[src/rtl/fdiv_iter_if.sv]
// Handshake bundle for fdiv_iter: operand request side and result side.
interface fdiv_iter_if #(
    parameter int DATAW = 32
);
    logic             in_valid;
    logic             in_ready;
    logic [DATAW-1:0] a;
    logic [DATAW-1:0] b;
    logic             out_valid;
    logic             out_ready;
    logic [DATAW-1:0] q;
    logic [3:0]       flags;

    modport master (
        output in_valid, a, b, out_ready,
        input  in_ready, out_valid, q, flags
    );

    modport slave (
        input  in_valid, a, b, out_ready,
        output in_ready, out_valid, q, flags
    );
endinterface

[src/rtl/fdiv_iter.sv]
// Iterative radix-2 restoring IEEE-754 divider, one quotient bit per clock.
// Define FDIV_RNE_EN for round-to-nearest-even; otherwise results truncate toward zero.
module fdiv_iter #(
    parameter int DATAW = 32,
    parameter int EXPW  = 8,
    parameter int MANW  = 23
) (
    input  logic        clk,
    input  logic        rst_n,
    fdiv_iter_if.slave  bus
);
    localparam int EW   = EXPW + 2;
    localparam int SW   = MANW + 2;
    localparam int QW   = MANW + 3;
    localparam int CW   = $clog2(QW + 1);
    localparam int BIAS = 2**(EXPW-1) - 1;
    localparam logic signed [EW-1:0] EMAX = EW'(2**EXPW - 1);
`ifdef FDIV_RNE_EN
    localparam bit RNE = 1'b1;
`else
    localparam bit RNE = 1'b0;
`endif

    typedef enum logic [1:0] {IDLE, DIVIDE, ROUND, DONE} state_t;
    state_t state_q, state_d;

    logic                 sign_q, sign_d;
    logic signed [EW-1:0] e_q, e_d;
    logic [SW-1:0]        rem_q, rem_d, div_q, div_d;
    logic [QW-1:0]        qr_q, qr_d;
    logic [CW-1:0]        cnt_q, cnt_d;
    logic [DATAW-1:0]     q_q, q_d;
    logic [3:0]           flags_q, flags_d;

    logic                 sa, sb, s;
    logic [EXPW-1:0]      ea, eb;
    logic [MANW-1:0]      ma, mb;
    logic                 za, zb, ia, ib, na, nb;
    logic                 spec;
    logic [DATAW-1:0]     spec_q;
    logic [3:0]           spec_f;
    logic signed [EW-1:0] e0;

    assign sa = bus.a[DATAW-1];
    assign sb = bus.b[DATAW-1];
    assign ea = bus.a[DATAW-2 -: EXPW];
    assign eb = bus.b[DATAW-2 -: EXPW];
    assign ma = bus.a[MANW-1:0];
    assign mb = bus.b[MANW-1:0];
    assign s  = sa ^ sb;
    assign za = (ea == '0);
    assign zb = (eb == '0);
    assign ia = (ea == '1) && (ma == '0);
    assign ib = (eb == '1) && (mb == '0);
    assign na = (ea == '1) && (ma != '0);
    assign nb = (eb == '1) && (mb != '0);
    assign e0 = $signed({2'b00, ea}) - $signed({2'b00, eb}) + EW'(BIAS);

    always_comb begin
        spec   = 1'b1;
        spec_q = '0;
        spec_f = '0;
        if (na || nb || (za && zb) || (ia && ib)) begin
            spec_q = {1'b0, {EXPW{1'b1}}, 1'b1, {(MANW-1){1'b0}}};
            spec_f = {!(na || nb), 3'b000};
        end else if (zb && !ia) begin
            spec_q = {s, {EXPW{1'b1}}, {MANW{1'b0}}};
            spec_f = 4'b0100;
        end else if (ia) begin
            spec_q = {s, {EXPW{1'b1}}, {MANW{1'b0}}};
        end else if (za || ib) begin
            spec_q = {s, {(DATAW-1){1'b0}}};
        end else begin
            spec = 1'b0;
        end
    end

    // The first iteration runs on the accept edge straight from the operands,
    // so DIVIDE only needs QW-1 further cycles for the full QW bits.
    logic [SW-1:0] rem_src, div_src, rem_nxt;
    logic          ge;
    assign rem_src = (state_q == IDLE) ? {2'b01, ma} : rem_q;
    assign div_src = (state_q == IDLE) ? {2'b01, mb} : div_q;
    assign ge      = (rem_src >= div_src);
    assign rem_nxt = (ge ? rem_src - div_src : rem_src) << 1;

    logic [MANW-1:0]      frac_pre, frac;
    logic                 rb, st, lsb, inc, carry, of, uf;
    logic signed [EW-1:0] e_adj, e_r;
    logic [DATAW-1:0]     res;

    always_comb begin
        if (qr_q[QW-1]) begin
            frac_pre = qr_q[QW-2:2];
            rb       = qr_q[1];
            st       = qr_q[0] | (|rem_q);
            e_adj    = e_q;
        end else begin
            frac_pre = qr_q[QW-3:1];
            rb       = qr_q[0];
            st       = |rem_q;
            e_adj    = e_q - EW'(1);
        end
        lsb            = frac_pre[0];
        inc            = RNE & rb & (st | lsb);
        {carry, frac}  = {1'b0, frac_pre} + {{MANW{1'b0}}, inc};
        e_r            = carry ? e_adj + EW'(1) : e_adj;
        of             = (e_r >= EMAX);
        uf             = e_r[EW-1] || (e_r == '0);
        if (of)      res = {sign_q, {EXPW{1'b1}}, {MANW{1'b0}}};
        else if (uf) res = {sign_q, {(DATAW-1){1'b0}}};
        else         res = {sign_q, e_r[EXPW-1:0], frac};
    end

    always_ff @(posedge clk or negedge rst_n) begin
        if (!rst_n) state_q <= IDLE;
        else        state_q <= state_d;
    end

    always_comb begin
        state_d = state_q;
        case (state_q)
            IDLE:    if (bus.in_valid) state_d = spec ? DONE : DIVIDE;
            DIVIDE:  if (cnt_q == CW'(QW-1)) state_d = ROUND;
            ROUND:   state_d = DONE;
            DONE:    if (bus.out_ready) state_d = IDLE;
            default: state_d = IDLE;
        endcase
    end

    always_comb begin
        bus.in_ready  = (state_q == IDLE);
        bus.out_valid = (state_q == DONE);
        bus.q         = q_q;
        bus.flags     = flags_q;
    end

    always_comb begin
        sign_d  = sign_q;
        e_d     = e_q;
        rem_d   = rem_q;
        div_d   = div_q;
        qr_d    = qr_q;
        cnt_d   = cnt_q;
        q_d     = q_q;
        flags_d = flags_q;
        case (state_q)
            IDLE: if (bus.in_valid) begin
                sign_d = s;
                if (spec) begin
                    q_d     = spec_q;
                    flags_d = spec_f;
                end else begin
                    e_d   = e0;
                    rem_d = rem_nxt;
                    div_d = div_src;
                    qr_d  = {{(QW-1){1'b0}}, ge};
                    cnt_d = CW'(1);
                end
            end
            DIVIDE: begin
                rem_d = rem_nxt;
                qr_d  = {qr_q[QW-2:0], ge};
                cnt_d = cnt_q + CW'(1);
            end
            ROUND: begin
                q_d     = res;
                flags_d = {2'b00, of, uf};
            end
            DONE:    if (bus.out_ready) flags_d = '0;
            default: ;
        endcase
    end

    always_ff @(posedge clk or negedge rst_n) begin
        if (!rst_n) begin
            sign_q  <= 1'b0;
            e_q     <= '0;
            rem_q   <= '0;
            div_q   <= '0;
            qr_q    <= '0;
            cnt_q   <= '0;
            q_q     <= '0;
            flags_q <= '0;
        end else begin
            sign_q  <= sign_d;
            e_q     <= e_d;
            rem_q   <= rem_d;
            div_q   <= div_d;
            qr_q    <= qr_d;
            cnt_q   <= cnt_d;
            q_q     <= q_d;
            flags_q <= flags_d;
        end
    end
endmodule

[src/flat_wrapper.sv]
// flat-port wrapper written by rule: the top's interface ports become plain ports
module fdiv_iter_flat 
#(
    parameter int DATAW = 32,
    parameter int EXPW  = 8,
    parameter int MANW  = 23
)
  (clk, rst_n, bus_in_valid, bus_a, bus_b, bus_out_ready, bus_in_ready, bus_out_valid, bus_q, bus_flags);
  fdiv_iter_if #(.DATAW(DATAW)) bus_i ();
  input  logic clk;
  input  logic rst_n;
  input wire logic [$bits(bus_i.in_valid)-1:0] bus_in_valid;
  input wire logic [$bits(bus_i.a)-1:0] bus_a;
  input wire logic [$bits(bus_i.b)-1:0] bus_b;
  input wire logic [$bits(bus_i.out_ready)-1:0] bus_out_ready;
  output wire logic [$bits(bus_i.in_ready)-1:0] bus_in_ready;
  output wire logic [$bits(bus_i.out_valid)-1:0] bus_out_valid;
  output wire logic [$bits(bus_i.q)-1:0] bus_q;
  output wire logic [$bits(bus_i.flags)-1:0] bus_flags;
  assign bus_i.in_valid = bus_in_valid;
  assign bus_i.a = bus_a;
  assign bus_i.b = bus_b;
  assign bus_i.out_ready = bus_out_ready;
  assign bus_in_ready = bus_i.in_ready;
  assign bus_out_valid = bus_i.out_valid;
  assign bus_q = bus_i.q;
  assign bus_flags = bus_i.flags;
  fdiv_iter #(.DATAW(DATAW), .EXPW(EXPW), .MANW(MANW)) u_core (.clk(clk), .rst_n(rst_n), .bus(bus_i));
endmodule
[config.mk]
export PLATFORM = sky130hd
export DESIGN_NAME = fdiv_iter_flat
export DESIGN_NICKNAME = d
export VERILOG_FILES = /design/src/rtl/fdiv_iter_if.sv /design/src/rtl/fdiv_iter.sv /design/src/flat_wrapper.sv
export SDC_FILE = /design/constraint.sdc
export NUM_CORES = 1
export LEC_CHECK = 0
export ABC_AREA = 0
export ABC_CLOCK_PERIOD_IN_PS = 5800
export CORE_MARGIN = 2
export CORE_UTILIZATION = 35
export DETAILED_ROUTE_END_ITERATION = 12
export MAX_ROUTING_LAYER = met4
export PLACE_DENSITY = 0.61
export SLEW_MARGIN = 10
export SYNTH_ARGS = -nofsm -noshare
export SYNTH_HDL_FRONTEND = slang
export SYNTH_SLANG_ARGS = --single-unit
[constraint.sdc]
create_clock -name clk -period 5.8 [get_ports clk]
set_input_delay 1.16 -clock clk [delete_from_list [all_inputs] [get_ports clk]]
set_output_delay 1.16 -clock clk [all_outputs]
set_load 0.005 [all_outputs]
Word-level counts from Yosys, hierarchy flattened. Cells that the tools add are included.

Word-level logic and storage cells: 98. Output and inout port bits: 38. Latch bits: 0. Register bits after elaboration: 130. Memories: 0. Memory bits (read-only): 0. Bits of input ports: 68. RAM bits: 0.

Multiplexer cells: 38. Reduce and logical (&&, ||, !) cells: 31. Eq/ne operators: 11. Add/sub/neg operators: 5. Magnitude comparators: 2. Div/mod/pow operators: 0. Bitwise gates (word level): 2. Shift operators: 0. $mul: 0.

Operator list (number): 2-to-1 mux 32 bit (6); 2-to-1 mux 25 bit (4); case mux 32 bit (2 select lines) (1); 2-to-1 mux 31 bit (2); 2-to-1 mux 26 bit (2); case mux 26 bit (2 select lines) (1); case mux 25 bit (2 select lines) (1); zero test 23 bit (2); nonzero test 23 bit (2); >= comparator 25 bit (1); 2-to-1 mux 24 bit (1); subtractor 24 bit (1); 2-to-1 mux 23 bit (1); equality test 8 bit (second input constant) (2); zero test 8 bit (2); 2-to-1 mux 4 bit (4); case mux 4 bit (3 select lines) (1); AND reduction 3 bit (4); adder 10 x 8 -> 10 bit (second input constant) (1); >= comparator 10 x 9 -> 1 bit (second input constant) (1); zero test 10 bit (1); 2-to-1 mux 10 bit (1); 2-to-1 mux 5 bit (2); case mux 5 bit (2 select lines) (1); other kinds (22) (44).

Depth between registers and ports, before layout.
Depth in word-level cells: 10. Gate-level depth with buffers: 17. Depth with buffers taken out: 14.

Least setup slack after synthesis. No wires, ideal clock.

Kind: reg-to-reg. Start point: reg u_core.state_q[0]. End point: reg u_core.rem_q[3]. Cell stages (with the launch flop): 18. Buffers on the path: 5. Period minus slack after synthesis: 4.425 ns. Data arrival time: 4.288 ns. Setup slack: 1.375 ns. Library setup time: 0.137 ns. Data required time: 5.663 ns. Path through: dfrtp_1 inv_1 ha_1 buf_1 clkbuf_1 clkbuf_1 mux2i_1 ha_1 a211oi_1 o211ai_1 a31o_1 a221o_1 o31ai_2 a31oi_1 buf_4 buf_6 mux2i_1 a21oi_1.

Cells in the longest elaborated chain, start to end: 7. Elaborated cells between the ends (all ways): 14. Those cells by class: add/sub (1); order compare (1); eq/ne (3); mux (6); reduce/logical (3).

RTL lines: start, declared (RTL line fdiv_iter.sv:25) `state_t state_q, state_d;`; start signal, assigned (RTL line fdiv_iter.sv:117) `else state_q <= state_d;`; zero test 2 bit *; net bus_in_ready (RTL line flat_wrapper.sv:16) `output wire logic [$bits(bus_i.in_ready)-1:0] bus_in_ready;`; 2-to-1 mux 25 bit, on equally long branches (RTL line fdiv_iter.sv:82, fdiv_iter.sv:83); subtractor 24 bit or >= comparator 25 bit (tied branches) (RTL line fdiv_iter.sv:85, fdiv_iter.sv:84); 2-to-1 mux 24 bit (RTL line fdiv_iter.sv:85) `assign rem_nxt = (ge ? rem_src - div_src : rem_src) << 1;`; 2-to-1 mux 25 bit (RTL line fdiv_iter.sv:150) `if (spec) begin`; 2-to-1 mux 25 bit (RTL line fdiv_iter.sv:148) `IDLE: if (bus.in_valid) begin`; case mux 25 bit (2 select lines) (RTL line fdiv_iter.sv:147) `case (state_q)`; end signal, assigned (RTL line fdiv_iter.sv:188) `rem_q <= rem_d;`; end, declared (RTL line fdiv_iter.sv:29) `logic [SW-1:0] rem_q, rem_d, div_q, div_d;`.

Mark *: on every way through the listed nets, which the timed path passes. The rest lies on a longest branch. The select of a mux whose other input is x is not followed. A chain may end at the register's enable or synchronous reset.

Worst setup path after layout.
Start point: reg u_core.state_q[1]. End point: reg u_core.rem_q[23].

Cells in the longest elaborated chain, start to end: 7. Elaborated cells between the ends (all ways): 14. Those cells by class: add/sub (1); order compare (1); eq/ne (3); mux (6); reduce/logical (3).

RTL lines (RTL line): zero test 2 bit (fdiv_iter.sv:82, fdiv_iter.sv:83, fdiv_iter.sv:147); 2-to-1 mux 25 bit, on equally long branches (fdiv_iter.sv:82, fdiv_iter.sv:83); subtractor 24 bit or >= comparator 25 bit (tied branches) (fdiv_iter.sv:85, fdiv_iter.sv:84); 2-to-1 mux 24 bit (fdiv_iter.sv:85); 2-to-1 mux 25 bit (fdiv_iter.sv:150); 2-to-1 mux 25 bit (fdiv_iter.sv:148); case mux 25 bit (2 select lines) (fdiv_iter.sv:147).

Parallel ways exist; a longest one is shown, timed or not. The select of a mux whose other input is x is not followed.

==> report_table.html <==
<table>
<tr><th>Metric</th><th>Value</th></tr>
<tr><th colspan="2">Synth</th></tr>
<tr><td>Proportion of synthesized flip-flops having asynchronous set or reset</td><td>1.000</td></tr>
<tr><td>Count of state elements after synthesis</td><td>129</td></tr>
<tr><td>Post-synth top flop</td><td>sky130_fd_sc_hd__dfrtp_1</td></tr>
<tr><td>Number of distinct library cells after synthesis</td><td>69</td></tr>
<tr><td>Area fraction in and, or, nand and nor cells after synthesis</td><td>0.1873</td></tr>
<tr><td>Compound-gate portion of the synthesized area</td><td>0.1555</td></tr>
<tr><td>Net Count, Synth</td><td>1018</td></tr>
<tr><td>Post-synth EDFFs</td><td>0</td></tr>
<tr><td>Share of synthesized area spent on multiplexers</td><td>0.1102</td></tr>
<tr><td>Combinational family with the most area after synthesis</td><td>simple AND/OR/NAND/NOR gates</td></tr>
<tr><td>Synthesized area divided by synthesized cell count</td><td>9.059 µm²</td></tr>
<tr><td>XOR/XNOR Fraction of Synth Area</td><td>0.04781</td></tr>
<tr><td>Count of mapped cells out of synthesis</td><td>907</td></tr>
<tr><td>Post-Synthesis Cell Area</td><td>8217 µm²</td></tr>
<tr><td>Post-synthesis adder-cell area fraction</td><td>0.06731</td></tr>
<tr><td>Share of the yosys chip area belonging to registers</td><td>0.3929</td></tr>
<tr><td>Count of warnings emitted by yosys</td><td>0</td></tr>
<tr><th colspan="2">Global route</th></tr>
<tr><td>Maximum number of pins on one net before global-route repair</td><td>66</td></tr>
<tr><td>GRT Resource Usage Total</td><td>0.1740</td></tr>
<tr><td>Wire length of the first global-routing pass</td><td>33300 µm</td></tr>
<tr><td>Leftover overflow at the end of global routing</td><td>0</td></tr>
<tr><td>Via count of the first global-routing pass</td><td>6686</td></tr>
<tr><td>Number of antenna violations at the first check in global routing</td><td>0</td></tr>
<tr><th colspan="2">Critical path</th></tr>
<tr><td>Peak per-stage delay on the critical path</td><td>690 ps</td></tr>
<tr><td>Number of buffers and inverters on the critical path</td><td>2</td></tr>
<tr><td>Cell family contributing the most delay on the critical path</td><td>compound AO/OA/AOI/OAI gates</td></tr>
<tr><td>Most numerous cell on the critical path</td><td>sky130_fd_sc_hd__a221o_1</td></tr>
<tr><td>Endpoint class of the critical path</td><td>flip-flop</td></tr>
<tr><td>Req. time, crit path</td><td>6100 ps</td></tr>
<tr><td>Critical register-to-register path startpoint</td><td>u_core.state_q[1]</td></tr>
<tr><td>Class of the most critical setup path</td><td>flip-flop to flip-flop</td></tr>
<tr><td>FF-to-FF path depth</td><td>13</td></tr>
<tr><td>Reg-to-reg slack, setup</td><td>940 ps</td></tr>
<tr><td>Capturing point of the worst reg2reg path</td><td>u_core.rem_q[23]</td></tr>
<tr><td>List of cells traversed by the critical path</td><td>inv_1, ha_2, buf_4, mux2_2, ha_1, a211oi_1, o21bai_1, and3_1, a221o_1, o31ai_2, a31oi_4, and2_1, a221o_1</td></tr>
<tr><td>Critical path arrival</td><td>5160 ps</td></tr>
<tr><td>Slowest cell on crit path</td><td>sky130_fd_sc_hd__ha_2</td></tr>
<tr><td>Crit path launch type</td><td>flip-flop</td></tr>
<tr><td>Maximum fanout encountered on the critical timing path</td><td>29</td></tr>
<tr><th colspan="2">Drt</th></tr>
<tr><td>Post-DR wirelength/cell</td><td>15.07 µm</td></tr>
<tr><td>DRC violations left</td><td>0</td></tr>
<tr><td>Routed Antenna Nets</td><td>0</td></tr>
<tr><td>Starting DRT DRC Count</td><td>384</td></tr>
<tr><td>Via density per instance</td><td>5.131</td></tr>
<tr><td>Via Count</td><td>6830</td></tr>
<tr><td>Detailed-routing iteration count for the pre-antenna-repair pass</td><td>5</td></tr>
<tr><td>Total Routed Length</td><td>20060 µm</td></tr>
<tr><th colspan="2">Clocking</th></tr>
<tr><td>Clock sinks</td><td>129</td></tr>
<tr><td>Clock buffer count from CTS</td><td>17</td></tr>
<tr><td># resized after CTS</td><td>0</td></tr>
<tr><td>Clock edge transition at the registers on the reported setup and hold paths</td><td>60 ps</td></tr>
<tr><td>CTS tree</td><td>done</td></tr>
<tr><td>Clk_lat worst skew</td><td>430 ps</td></tr>
<tr><td>Deepest clock path buffer count</td><td>2</td></tr>
<tr><td>Post-CTS Setup Bufs</td><td>0</td></tr>
<tr><td>Deepest level of the CTS H-tree</td><td>4</td></tr>
<tr><td>Clk Tree Root Cell</td><td>sky130_fd_sc_hd__clkbuf_16</td></tr>
<tr><td>Cts hold-fix bufs</td><td>0</td></tr>
<tr><th colspan="2">Die</th></tr>
<tr><td>Core Box Area</td><td>23260 µm²</td></tr>
<tr><td>Chip Height</td><td>157.2 µm</td></tr>
<tr><td>Die outline area</td><td>24720 µm²</td></tr>
<tr><td>Top-Level Pins</td><td>106</td></tr>
<tr><td>Effective utilization at floorplan</td><td>0.3532</td></tr>
<tr><td>Die Wd</td><td>157.2 µm</td></tr>
<tr><td>Site row count</td><td>56</td></tr>
<tr><th colspan="2">Final layout</th></tr>
<tr><td>Fraction of layout instances using a drive strength above 1</td><td>0.09585</td></tr>
<tr><td>Net total in the final layout</td><td>1110</td></tr>
<tr><td>Share of the core filled with cells in the final layout</td><td>0.4374</td></tr>
<tr><td>Layout-stage area growth over the synthesis result</td><td>23.85%</td></tr>
<tr><td>Ant. Diodes</td><td>0</td></tr>
<tr><td>Count of placed standard cells in the final layout, fillers left out</td><td>1331</td></tr>
<tr><th colspan="2">Pwr</th></tr>
<tr><td>Worst-case vdd ir drop</td><td>356.3 µV</td></tr>
<tr><td>Standby leakage power</td><td>4.313 nW</td></tr>
<tr><td>PD cells</td><td>616.1 nW/µm²</td></tr>
<tr><th colspan="2">STA</th></tr>
<tr><td>Peak clock frequency supported by timing</td><td>206.0 MHz</td></tr>
<tr><td>Hold Violations, Final</td><td>0</td></tr>
<tr><td>Part of the cycle the worst path needs</td><td>0.8371</td></tr>
<tr><td>Transition time of the tightest slew-check pin</td><td>1183 ps</td></tr>
<tr><td>Min cycle time layout</td><td>4855 ps</td></tr>
<tr><td>Clock skew</td><td>16.40 ps</td></tr>
<tr><td>Worst slew margin relative to its limit</td><td>0.2111</td></tr>
<tr><td>RSZ-0062 raised after global routing</td><td>no</td></tr>
<tr><td>Final-report setup violation count</td><td>0</td></tr>
<tr><td>Max-slew violation count</td><td>0</td></tr>
<tr><td>Min Hold Slack</td><td>471.5 ps</td></tr>
<tr><td>Setup TNS Final</td><td>0 ps</td></tr>
<tr><th colspan="2">Hold path</th></tr>
<tr><td>Number of cells traversed by the worst hold path</td><td>1</td></tr>
<tr><td>Start point of the worst min-delay path</td><td>u_core.div_q[23]</td></tr>
<tr><td>Worst min-delay path class</td><td>flip-flop to flip-flop</td></tr>
<tr><td>End of the worst hold path</td><td>u_core.div_q[23]</td></tr>
<tr><th colspan="2">Placement</th></tr>
<tr><td>Placed wire-length estimate</td><td>14650 µm</td></tr>
<tr><td># placed instances</td><td>1299</td></tr>
<tr><td>Global placer's final weighted congestion</td><td>0.8806</td></tr>
<tr><td># port buffers</td><td>105</td></tr>
<tr><th colspan="2">Flow run</th></tr>
<tr><td>Max-cap check violation count</td><td>0</td></tr>
<tr><th colspan="2">Run status</th></tr>
<tr><td>Status</td><td>complete, no violations</td></tr>
</table>
## synth_stat cells (7+ instances only)
cell type | n | area share
sky130_fd_sc_hd__o22a_1 | 7 | 0.0075
sky130_fd_sc_hd__dfrtp_1 | 129 | 0.39
sky130_fd_sc_hd__nor3_1 | 15 | 0.0091
sky130_fd_sc_hd__o21ai_0 | 58 | 0.035
sky130_fd_sc_hd__xor2_1 | 13 | 0.014
sky130_fd_sc_hd__clkbuf_1 | 32 | 0.015
sky130_fd_sc_hd__ha_1 | 41 | 0.062
sky130_fd_sc_hd__nand2b_1 | 7 | 0.0053
sky130_fd_sc_hd__a21oi_1 | 45 | 0.027
sky130_fd_sc_hd__xnor2_1 | 30 | 0.032
sky130_fd_sc_hd__nor4_1 | 18 | 0.014
sky130_fd_sc_hd__inv_1 | 29 | 0.013
sky130_fd_sc_hd__nand4_1 | 10 | 0.0076
sky130_fd_sc_hd__a21o_1 | 12 | 0.011
sky130_fd_sc_hd__mux2_2 | 24 | 0.033
sky130_fd_sc_hd__o21ai_1 | 24 | 0.015
sky130_fd_sc_hd__nor2_1 | 59 | 0.027
sky130_fd_sc_hd__nand3_1 | 36 | 0.022
sky130_fd_sc_hd__and3_1 | 7 | 0.0053
sky130_fd_sc_hd__mux2i_1 | 62 | 0.076
sky130_fd_sc_hd__nand2_1 | 142 | 0.065
## report_power, final
part / internal [mW] / switching, mW / total (mW)
Combinational: 1.71 / 2.15 / 3.86
Clock: 0.574 / 0.491 / 1.07
Sequential: 1.17 / 0.178 / 1.34
Total: 3.45 / 2.82 / 6.27
## registers in the layout, indices dropped and copies added (netlist names)
name and count:
u_core.sign_q 1, u_core.qr_q 26, u_core.bus.flags 4, u_core.div_q 25
u_core.rem_q 24, u_core.state_q 2, u_core.cnt_q 5, u_core.bus.q 32
u_core.e_q 10
## stage by stage
stage	setup slack (ps)	area (µm²)	power [mW]
floorplan	1375	8217	4.350
global placement	843.8	9592	5.161
detailed placement	800.4	9592	5.197
CTS	938.8	10180	6.297
global route	608.1	10180	6.797
finish	944.7	10180	6.270
## layer usage
layer  up-vias  global-route usage  wire length, µm
met4         0             0.06320              459
met2       135              0.2741             9224
met3        30             0.02753              747
met1      3242              0.2273             9628
li1       3423                   -                -
met5         -                   -                0
## placed cells by master, fill, tap and decap left out, types with 4 or more instances in the layout
cell type,netlist,final
sky130_fd_sc_hd__o21a_1,5,5
sky130_fd_sc_hd__o22a_1,7,7
sky130_fd_sc_hd__and2_1,5,5
sky130_fd_sc_hd__a21oi_1,45,43
sky130_fd_sc_hd__a21o_1,12,12
sky130_fd_sc_hd__a31o_2,4,4
sky130_fd_sc_hd__clkbuf_16,0,17
sky130_fd_sc_hd__clkdlybuf4s50_1,0,104
sky130_fd_sc_hd__nand2b_1,7,7
sky130_fd_sc_hd__inv_6,0,6
sky130_fd_sc_hd__mux2_2,24,24
sky130_fd_sc_hd__dfrtp_1,129,129
sky130_fd_sc_hd__xor2_1,13,13
sky130_fd_sc_hd__o211ai_1,4,4
sky130_fd_sc_hd__inv_1,29,29
sky130_fd_sc_hd__o31ai_1,5,5
sky130_fd_sc_hd__buf_4,3,14
sky130_fd_sc_hd__nor2b_1,5,5
sky130_fd_sc_hd__a211oi_1,5,5
sky130_fd_sc_hd__nor4_1,18,18
sky130_fd_sc_hd__o21ai_1,24,24
sky130_fd_sc_hd__nand3_1,36,35
sky130_fd_sc_hd__nor3_1,15,15
sky130_fd_sc_hd__and3_1,7,7
sky130_fd_sc_hd__ha_1,41,40
sky130_fd_sc_hd__mux2i_1,62,62
sky130_fd_sc_hd__xnor2_1,30,30
sky130_fd_sc_hd__o22ai_1,5,5
sky130_fd_sc_hd__nand2_1,142,142
sky130_fd_sc_hd__o21ai_0,58,57
sky130_fd_sc_hd__nor2_1,59,59
sky130_fd_sc_hd__nand4_1,10,10
## worst max path at each step
stage,from,to,cells past startpoint
floorplan,u_core.state_q[0],u_core.rem_q[3],17
global placement,bus_a[12],u_core.rem_q[23],11
detailed placement,bus_a[12],u_core.rem_q[23],11
CTS,u_core.state_q[1],u_core.rem_q[23],13
global route,u_core.state_q[1],u_core.rem_q[23],13
finish,u_core.state_q[1],u_core.rem_q[23],13
## logic make-up (layout without fill, tap and decap cells)
group / count (synthesis) / in the layout
flip-flops: 129 / 129
XOR/XNOR: 44 / 44
buffers and inverters: 74 / 179
multiplexers: 87 / 87
adder cells (fa/ha/maj): 43 / 43
AO/OA/AOI/OAI: 203 / 203
AND/OR/NAND/NOR: 327 / 327
## final cells by class
type,instances,area (µm²)
fillers,2335,13090
inverters,29,108.9
multi-input cells,704,4710
repair buffers,118,1146
flip-flops and latches,129,3228
clock buffers,17,425.4
well taps,319,399.1
clock inverters,15,158.9
(Power assumes the default switching activity.)
